File: src/rtl/matrix_operand_loader.sv
// matrix_operand_loader
//
// Collects a framed byte stream (valid/ready) into two NxN operand matrices,
// A first and then B, both row-major. It then pulses `start` to the downstream
// subtractor and holds the operands stable until `done` arrives or the wait
// times out. Malformed frames, B elements larger than their A partner, and a
// stalled downstream stage raise sticky flags. Those flags clear on byte 0 of
// the following frame.
//
// Ports
//   clk, rst            clock and asynchronous active-high reset
//   in_valid/in_ready   byte handshake; in_ready is high only while loading
//   in_data, in_last    stream byte and end-of-frame marker
//   a, b                operand matrices driven to the subtractor
//   start               held high for START_CYCLES cycles per accepted frame
//   done                completion from the subtractor (used only while waiting)
//   busy                high while starting or waiting for done
//   frame_err           sticky: last frame was discarded
//   underflow           sticky: some b[i][j] > a[i][j] in the last frame
//   timeout             sticky: done was not seen within TIMEOUT_CYCLES
module matrix_operand_loader #(
  parameter int N              = 4,
  parameter int DATA_W         = 8,
  parameter int START_CYCLES   = 2,
  parameter int TIMEOUT_CYCLES = 1024
) (
  input  logic                            clk,
  input  logic                            rst,
  input  logic                            in_valid,
  output logic                            in_ready,
  input  logic [DATA_W-1:0]               in_data,
  input  logic                            in_last,
  output logic [0:N-1][0:N-1][DATA_W-1:0] a,
  output logic [0:N-1][0:N-1][DATA_W-1:0] b,
  output logic                            start,
  input  logic                            done,
  output logic                            busy,
  output logic                            frame_err,
  output logic                            underflow,
  output logic                            timeout
);

  localparam int ELEMS = N * N;
  localparam int FRAME = 2 * ELEMS;
  localparam int IDX_W = $clog2(FRAME);
  localparam int RC_W  = (N > 1) ? $clog2(N) : 1;
  localparam int SC_W  = $clog2(START_CYCLES + 1);
  localparam int TO_W  = $clog2(TIMEOUT_CYCLES + 1);

  localparam logic [IDX_W-1:0] LAST_IDX = IDX_W'(FRAME - 1);
  localparam logic [IDX_W-1:0] A_LAST   = IDX_W'(ELEMS - 1);
  localparam logic [IDX_W-1:0] B_BASE   = IDX_W'(ELEMS);
  localparam logic [SC_W-1:0]  SC_LAST  = SC_W'(START_CYCLES - 1);
  localparam logic [TO_W-1:0]  TO_LAST  = TO_W'(TIMEOUT_CYCLES - 1);

  typedef enum logic [1:0] {
    st_load_a,
    st_load_b,
    st_start,
    st_wait_done
  } state_t;

  state_t            state_reg, state_next;
  logic [IDX_W-1:0]  idx_reg, idx_next;
  logic [SC_W-1:0]   start_cnt_reg, start_cnt_next;
  logic [TO_W-1:0]   wait_cnt_reg, wait_cnt_next;
  logic              start_reg, start_next;
  logic              busy_reg, busy_next;
  logic              frame_err_reg, frame_err_next;
  logic              underflow_reg, underflow_next;
  logic              timeout_reg, timeout_next;
  // Keeps in_ready low while reset is asserted; it rises on the first edge
  // after release even though the state register already reads LOAD_A.
  logic              ready_en_reg;

  logic              accept;
  logic              is_b;
  logic              bad_last;
  logic [IDX_W-1:0]  el;
  logic [RC_W-1:0]   row;
  logic [RC_W-1:0]   col;

  assign in_ready = ready_en_reg && ((state_reg == st_load_a) || (state_reg == st_load_b));
  assign accept   = in_valid && in_ready;

  // Element position of the current byte inside its own matrix.
  assign is_b = (idx_reg >= B_BASE);
  assign el   = is_b ? (idx_reg - B_BASE) : idx_reg;
  assign row  = RC_W'(el / IDX_W'(N));
  assign col  = RC_W'(el % IDX_W'(N));

  // The end marker must coincide exactly with the last byte of the frame.
  assign bad_last = (in_last && (idx_reg != LAST_IDX)) || (!in_last && (idx_reg == LAST_IDX));

  always_comb begin
    state_next     = state_reg;
    idx_next       = idx_reg;
    start_cnt_next = start_cnt_reg;
    wait_cnt_next  = wait_cnt_reg;
    frame_err_next = frame_err_reg;
    underflow_next = underflow_reg;
    timeout_next   = timeout_reg;

    case (state_reg)
      st_load_a, st_load_b: begin
        if (accept) begin
          // Clear first so that a flag raised by byte 0 itself survives.
          if (idx_reg == '0) begin
            frame_err_next = 1'b0;
            underflow_next = 1'b0;
            timeout_next   = 1'b0;
          end
          if (is_b && (in_data > a[row][col])) begin
            underflow_next = 1'b1;
          end
          if (bad_last) begin
            frame_err_next = 1'b1;
            idx_next       = '0;
            state_next     = st_load_a;
          end else if (idx_reg == LAST_IDX) begin
            idx_next       = '0;
            start_cnt_next = '0;
            state_next     = st_start;
          end else begin
            idx_next = idx_reg + IDX_W'(1);
            if (idx_reg == A_LAST) begin
              state_next = st_load_b;
            end
          end
        end
      end

      st_start: begin
        if (start_cnt_reg == SC_LAST) begin
          wait_cnt_next = '0;
          state_next    = st_wait_done;
        end else begin
          start_cnt_next = start_cnt_reg + SC_W'(1);
        end
      end

      st_wait_done: begin
        if (done) begin
          state_next = st_load_a;
        end else if (wait_cnt_reg == TO_LAST) begin
          timeout_next = 1'b1;
          state_next   = st_load_a;
        end else begin
          wait_cnt_next = wait_cnt_reg + TO_W'(1);
        end
      end

      default: begin
        state_next = st_load_a;
        idx_next   = '0;
      end
    endcase

    // start/busy are registered copies of the upcoming state so they line up
    // with the state register rather than lagging it by a cycle.
    start_next = (state_next == st_start);
    busy_next  = (state_next == st_start) || (state_next == st_wait_done);
  end

  always_ff @(posedge clk or posedge rst) begin
    if (rst) begin
      state_reg     <= st_load_a;
      idx_reg       <= '0;
      start_cnt_reg <= '0;
      wait_cnt_reg  <= '0;
      start_reg     <= 1'b0;
      busy_reg      <= 1'b0;
      frame_err_reg <= 1'b0;
      underflow_reg <= 1'b0;
      timeout_reg   <= 1'b0;
      ready_en_reg  <= 1'b0;
    end else begin
      state_reg     <= state_next;
      idx_reg       <= idx_next;
      start_cnt_reg <= start_cnt_next;
      wait_cnt_reg  <= wait_cnt_next;
      start_reg     <= start_next;
      busy_reg      <= busy_next;
      frame_err_reg <= frame_err_next;
      underflow_reg <= underflow_next;
      timeout_reg   <= timeout_next;
      ready_en_reg  <= 1'b1;
    end
  end

  // Operand storage: only an accepted byte writes, so a and b stay frozen
  // from byte 31 until the next frame's byte 0 lands in a[0][0].
  always_ff @(posedge clk or posedge rst) begin
    if (rst) begin
      a <= '0;
      b <= '0;
    end else if (accept) begin
      if (is_b) begin
        b[row][col] <= in_data;
      end else begin
        a[row][col] <= in_data;
      end
    end
  end

  assign start     = start_reg;
  assign busy      = busy_reg;
  assign frame_err = frame_err_reg;
  assign underflow = underflow_reg;
  assign timeout   = timeout_reg;

endmodule

File: config.mk
export PLATFORM = sky130hd
export DESIGN_NAME = matrix_operand_loader
export DESIGN_NICKNAME = d
export VERILOG_FILES = /design/src/rtl/matrix_operand_loader.sv
export SDC_FILE = /design/constraint.sdc
export NUM_CORES = 1
export LEC_CHECK = 0
export ABC_AREA = 1
export CAP_MARGIN = 25
export CORE_ASPECT_RATIO = 0.8
export CORE_MARGIN = 2
export CORE_UTILIZATION = 30
export CTS_BUF_LIST = sky130_fd_sc_hd__clkbuf_16
export CTS_CLUSTER_SIZE = 40
export DETAILED_ROUTE_END_ITERATION = 8
export SLEW_MARGIN = 20
export SYNTH_ARGS = -nofsm -noshare
export SYNTH_HDL_FRONTEND = slang
export SYNTH_SLANG_ARGS = --single-unit
File: constraint.sdc
create_clock -name clk -period 8.7 [get_ports clk]
set_clock_uncertainty 0.2 [all_clocks]
set_input_delay 1.305 -clock clk [delete_from_list [all_inputs] [get_ports clk]]
set_output_delay 1.305 -clock clk [all_outputs]
set_load 0.05 [all_outputs]
==> Word-level counts from Yosys, hierarchy flattened <==
Index checks and enable logic that the tools add are counted.
{ "totals": {"word_cells": 140, "ff_bits": 282, "inputBits": 13} }
{ "classes": {"addsub": 4, "reduce_logical": 27, "magnitude_cmp": 6, "bitwise_logic": 3, "muxes": 39, "eq_ne": 19} }
{ "op_table": {"columns": ["cell", "n"], "rows": [
  ["128-bit bitwise mux", 2],
  ["32-bit two-way mux", 3],
  ["32-bit binary-select mux with 2-bit select", 1],
  ["32-bit demux with 2-bit select", 1],
  ["11-bit two-way mux", 3],
  ["8-bit two-way mux", 3],
  ["2-bit two-way mux", 11],
  ["11-bit one-hot mux with 2 select lines", 1],
  ["2-bit != test, second input constant", 9],
  ["8-bit binary-select mux with 2-bit select", 1],
  ["8-bit demux with 2-bit select", 1],
  ["11-bit by 1-bit adder with 11-bit output, second input constant", 1],
  ["11-bit by 10-bit == test with 1-bit output, second input constant", 1],
  ["5-bit two-way mux", 2],
  ["5-bit AND reduction", 2],
  ["2-bit nonzero test", 5],
  ["2-bit == test, second input constant", 4],
  ["8-bit greater-than comparator", 1],
  ["1-bit logical AND", 7],
  ["3-bit >= comparator, second input constant", 2],
  ["3-bit by 1-bit less-than comparator with 1-bit output, second input constant", 2],
  ["1-bit two-way mux", 6],
  ["2-bit NOT with 3-bit output", 2],
  ["2-bit one-hot mux with 3 select lines", 1],
  ["other kinds (20)", 26]
]} }

==> Depth between registers and ports, before layout <==
Gate-level depths: netlist (run 1).
{ "logic_depth": {"depth_word": 13, "mapped_depth": 18, "depth_no_buf": 17} }

==> Least setup slack after synthesis (run 1) <==
OpenSTA, ideal clock, no wires.
{ "synth_path": {"kind": "flip-flop to output port", "start": "register busy (netlist name)", "end": "output in_ready", "path_slack_ns": 5.841, "arrival_ns": 1.354, "path_stages_with_launch": 2, "t_required_ns": 7.195, "path_buffers": 0, "cell_sequence": "dfrtp_1 nor2_1"} }
{ "synth_rtl": {"columns": ["item", "line", "text"], "rows": [
  ["end: declaration", "30", "output logic in_ready,"]
]} }

==> flow_summary.json, run 1 <==
{
  "outcome": "completed",
  "rrSetupSlack_ns": 5.42,
  "reg2reg_from": "idx_reg[2]",
  "cts_tree": "built",
  "finalInstanceArea_um2": 16200,
  "ir_drop_v": 0.000168,
  "max_freq_mhz": 286,
  "drt_iter0_drc": 916,
  "maxCapViolCount": 0,
  "cts_resized": 0,
  "whs_path_depth": 2,
  "top_usage_layer": "met2",
  "yosys.area.top_type_share_pct": 57.6,
  "synth_nets": 1349,
  "holdPathEnd": "frame_err",
  "worstPathArrival_ns": 1.99,
  "vias_per_cell": 4.82,
  "yosysWarnings": 0,
  "drive_above_1_share_pct": 8.26,
  "num_rows": 66,
  "ys_types": 36,
  "path_clk_slew_ns": 0.06,
  "grt_util_met2_pct": 31.1,
  "port_buffers": 274,
  "place.gp.congestion": 0.870,
  "wl_per_cell_um": 20.5,
  "routed_wl_mm": 43.6,
  "criticalPathCategory": "flop to output port",
  "dr_total_vias": 10300,
  "met3_usage_pct": 7.01,
  "final_cell_mix": "nand2_1 (354), dfrtp_1 (281), clkdlybuf4s50_1 (274), o21ai_0 (149), o21ai_1 (99)",
  "post-route-period-util_pct": 40.2,
  "coreArea_um2": 40400,
  "nets": 1591,
  "fillerInstances": 4002,
  "die_area_um2": 42300,
  "required_ns": 7.19,
  "numCtsBuffers": 31,
  "hp-class": "flop to flop",
  "syn_avg_cell_area_um2": 9.23,
  "reg2reg_to": "underflow",
  "setup_ws_ns": 5.20,
  "grt_max_degree": 146,
  "boundaryPins": 275,
  "cts-root-buf": "clkbuf_16",
  "totalNegativeSetupSlack_ns": 0,
  "period_needed_ns": 3.50,
  "synth_area_um2": 12200,
  "cts_hold_buffers": 0,
  "synth.area.top_cells": "dfrtp_1 (58%), nand2_1 (11%), o21ai_0 (6.1%)",
  "clk_latency_ns": 0.57,
  "ys_seq_area_share_pct": 57.6,
  "clockBufferDepth": 3,
  "post_dp_cell_area_um2": 15300,
  "finalHoldViolations": 0,
  "max_slew.worst_pin.slew_ns": 0.974,
  "dp_hpwl_mm": 30.0,
  "synth_seq_cells": 281,
  "hold_start": "frame_err",
  "final_common_cell": "nand2_1",
  "cp-end-kind": "output port",
  "antenna_found_initial": 2,
  "synth_top_cell_by_area": "dfrtp_1",
  "grt.met1_usage_pct": 27.2,
  "cts.sinks": 281,
  "start_util_pct": 30.2,
  "maxSlewHeadroom_pct": 34.9,
  "finalMaxSlewViolations": 0,
  "drc": 0,
  "r2r_cells": 16,
  "ant_nets": 0,
  "drt_first_pass_iters": 5,
  "dieWidth_um": 229,
  "power_leakage_nw": 7.20,
  "setup_viol": 0,
  "rsz0062_at_grt": "false",
  "syn2layout_area_growth_pct": 33.0,
  "htreeDepth": 1,
  "p_per_area_nw_per_um2": 284,
  "grt_pass1_vias": 10300,
  "start_kind": "flop",
  "cts_setup_buffers": 0,
  "crit_fanout": 8,
  "die_y_um": 184,
  "grt.total_usage_pct": 20.4,
  "grt_first_pass_wirelength_mm": 65.8,
  "synthCells": 1321,
  "gr-total-overflow": 0,
  "post-place-ws_ns": 4.95
}
cell families (layout without fill, tap and decap cells):
| logic type | after synthesis | after routing | synth area share (%) |
|---|---|---|---|
| AOI/OAI and AO/OA | 329 | 329 | 14.7 |
| xor gates and xnor gates | 5 | 5 | 0.359 |
| adders and majority gates | 15 | 15 | 1.54 |
| buffers and inverters | 156 | 420 | 6.35 |
| DFF | 281 | 281 | 57.6 |
| other | 1 | 3 | 0.0307 |
| and+or+nand+nor | 534 | 534 | 19.4 |
how the worst max path moves through the flow:
stage	from	to	depth (start not counted)
after floorplan	rst	a[0]	1
after global routing	idx_reg[0]	underflow	12
after global placement	rst	b[15]	4
final	busy	in_ready	2
after detailed placement	rst	b[15]	4
after CTS	busy	in_ready	2
where the power goes:
group | internal, mW | switching (mW) | leakage [nW]
clock network | 0.731 | 0.555 | 0.490
registers | 1.50 | 0.207 | 3.82
logic | 0.496 | 1.12 | 2.89
cell usage after synthesis:
| master | count |
|---|---|
| clkinv_1 | 1 |
| o21ai_2 | 18 |
| inv_2 | 9 |
| o22ai_1 | 2 |
| o21ai_0 | 149 |
| a22oi_1 | 27 |
| buf_12 | 2 |
| nor2_1 | 59 |
| clkbuf_1 | 32 |
| buf_6 | 18 |
| nand3_2 | 1 |
| nand3_4 | 1 |
| o21ai_1 | 99 |
| nand4_1 | 10 |
| xor2_1 | 4 |
| conb_1 | 1 |
| and2_1 | 1 |
| buf_1 | 7 |
| buf_2 | 17 |
| nor2_2 | 10 |
| nand3b_1 | 2 |
| a21oi_1 | 32 |
| nand3_1 | 55 |
| nor2_8 | 2 |
| nor2_4 | 2 |
| dfrtp_1 | 281 |
| xnor2_1 | 1 |
| ha_1 | 15 |
| nor3_1 | 5 |
| nor3b_1 | 1 |
| o31ai_1 | 1 |
| inv_1 | 70 |
| a21o_1 | 1 |
| nand2_2 | 15 |
| nand2_4 | 16 |
| nand2_1 | 354 |
layout make-up:
class	count	area (um2)	share of cell area, %
timing repair buffer	285	2840	17.5
tap	544	681	4.19
sequential	281	7030	43.3
clock buffer	31	776	4.78
multi-input combinational	884	4400	27.1
clock inverter	24	190	1.17
inverter	80	304	1.87
antenna	2	5.00	0.0308
stage by stage:
stage	util [%]	cells	total power [mW]	hold slack, ns
floorplan	-	1321	2.71	0.252
global placement	37.8	2074	3.34	0.258
detailed placement	37.8	2074	3.35	0.258
CTS	40.2	2129	4.65	0.274
global route	40.2	2130	4.83	0.299
finish	40.2	2131	4.61	0.268
critical path: stages (launching register included):
cell,delay [ns]
dfrtp_1,0.48
nor2_1,0.14
clkdlybuf4s50_1,0.80
layer usage:
metal	wire (um)	share of wire [%]
met1	19100	44
met2	19200	44
met3	3960	9.1
met4	1380	3.2
met5	0	0
(Power assumes the default switching activity.)
==> run 2: changes to the inputs <==
==> constraint.sdc (replaced) <==
create_clock -name clk -period 2.9 [get_ports clk]
set_clock_uncertainty 0.2 [all_clocks]
set_input_delay 0.435 -clock clk [delete_from_list [all_inputs] [get_ports clk]]
set_output_delay 0.435 -clock clk [all_outputs]
set_load 0.05 [all_outputs]
==> run 2 against run 1 <==
Final cell count grew 1.3%. Core utilization grew 0.72 points. Wire length shrank 0.13%. Largest power group unchanged. Highest routed layer unchanged.
==> flow_summary.json, run 2 (synthesized netlist as in run 1, its figures left out) <==
{
  "max_slew.worst_pin.slew_ns": 0.727,
  "final_cell_mix": "nand2_1 (354), dfrtp_1 (281), clkdlybuf4s50_1 (274), o21ai_0 (149), o21ai_1 (99)",
  "syn2layout_area_growth_pct": 35.4,
  "start_kind": "flop",
  "drt_first_pass_iters": 6,
  "maxSlewHeadroom_pct": 51.4,
  "die_y_um": 184,
  "num_rows": 66,
  "grt_first_pass_wirelength_mm": 65.7,
  "cp-end-kind": "flop",
  "dp_hpwl_mm": 31.6,
  "cts_tree": "built",
  "boundaryPins": 275,
  "hp-class": "primary input to async pin",
  "cts.sinks": 281,
  "criticalPathCategory": "flop to flop",
  "wl_per_cell_um": 20.2,
  "htreeDepth": 1,
  "slowest_delay_ns": 0.49,
  "reg2reg_from": "idx_reg[2]",
  "post-route-period-util_pct": 93.3,
  "maxCapViolCount": 0,
  "p_per_area_nw_per_um2": 836,
  "setup_viol": 0,
  "clockBufferDepth": 3,
  "final_common_cell": "nand2_1",
  "cp-startpoint": "idx_reg[2]",
  "grt.total_usage_pct": 20.4,
  "totalNegativeSetupSlack_ns": 0,
  "clk_latency_ns": 0.58,
  "gr-total-overflow": 0,
  "port_buffers": 274,
  "start_util_pct": 30.2,
  "coreArea_um2": 40400,
  "required_ns": 3.16,
  "worstPathArrival_ns": 2.96,
  "drt_iter0_drc": 897,
  "outcome": "completed",
  "routed_wl_mm": 43.5,
  "grt_max_degree": 76,
  "path_cells": "nand2_4 -> buf_12 -> nor2_1 -> a21oi_1 -> nand4_1 -> nand3_1 -> nand2_1 -> inv_1 -> ha_1 -> a21oi_1 -> nor2_1 -> nor2_1 -> nand2_1 -> nand3_1 -> a21oi_1",
  "max_freq_mhz": 370,
  "grt_pass1_vias": 10100,
  "numCtsBuffers": 30,
  "finalHoldViolations": 0,
  "power_leakage_nw": 7.39,
  "finalCoreUtilization_pct": 40.9,
  "dieWidth_um": 229,
  "dr_total_vias": 10400,
  "antenna_found_initial": 1,
  "cts-root-buf": "clkbuf_16",
  "crit_fanout": 23,
  "drive_above_1_share_pct": 9.73,
  "vias_per_cell": 4.83,
  "placed_cells": 2102,
  "die_area_um2": 42300,
  "rsz0062_at_grt": "false",
  "cts_setup_buffers": 0,
  "instances_no_fill": 2158,
  "path_clk_slew_ns": 0.06,
  "finalMaxSlewViolations": 0,
  "ir_drop_v": 0.000451,
  "total_power_mw": 13.8,
  "crit_slowest_cell": "dfrtp_1",
  "ant_nets": 0,
  "cts_hold_buffers": 0,
  "period_needed_ns": 2.70,
  "place.gp.congestion": 0.931,
  "drc": 0,
  "nets": 1618
}
==> run 2: stage by stage <==
stage               hold WS, ns  worst slack (ns)  instance area (um2)
floorplan                 0.252             -1.46                12200
global placement          0.264             0.230                15600
detailed placement        0.272             0.201                15600
CTS                      0.0398             0.166                16500
global route             0.0612            0.0137                16500
finish                   0.0518             0.195                16500
==> run 2: critical path, delay by kind of cell (launching register included) <==
family                     cells  cell delay (ns)
and+or+nand+nor                9             0.87
buffers and inverters          2             0.25
AOI/OAI and AO/OA              3             0.51
adders and majority gates      1             0.24
DFF                            1             0.49
==> run 2: worst paths after layout <==
| kind | endpoint | slack [ns] | depth (start not counted) |
|---|---|---|---|
| worst max-delay path | underflow | 0.20 | 15 |
| worst min-delay path | a[98] | 0.05 | 2 |
| worst max register to register | underflow | 0.20 | 15 |
| worst min register to register | b[126] | 0.28 | 2 |
| max in group asynchronous | b[85] | 1.66 | 4 |
| min in group clk | b[126] | 0.28 | 2 |
==> run 2: timing repair <==
action                                 4_1_cts  5_1_grt
resized for setup                            0        2
endpoints found under the hold margin        0        0
setup endpoints to repair                    0        1
==> run 2: layer usage <==
| layer | up-vias | global-route usage, % | share of wire [%] |
|---|---|---|---|
| li1 | 4908 | - | - |
| met1 | 5030 | 28.0 | 44 |
| met2 | 404 | 31.6 | 45 |
| met3 | 71 | 6.00 | 8.9 |
| met4 | 0 | 5.04 | 2.5 |
| met5 | - | 0 | 0 |
==> run 2: cell type report <==
class	instances	area, um2
well taps	544	681
inverters	80	304
fillers	3949	23900
repair buffers	313	3170
diodes	1	2.50
multi-input cells	884	4400
flip-flops and latches	281	7030
clock inverters	25	171
clock buffers	30	751
==> run 2: report_power, final <==
part,switching [mW],internal [mW],leakage (nW),total [mW]
logic,3.37,1.57,3.09,4.94
clock network,1.62,2.05,0.481,3.67
registers,0.706,4.50,3.82,5.21
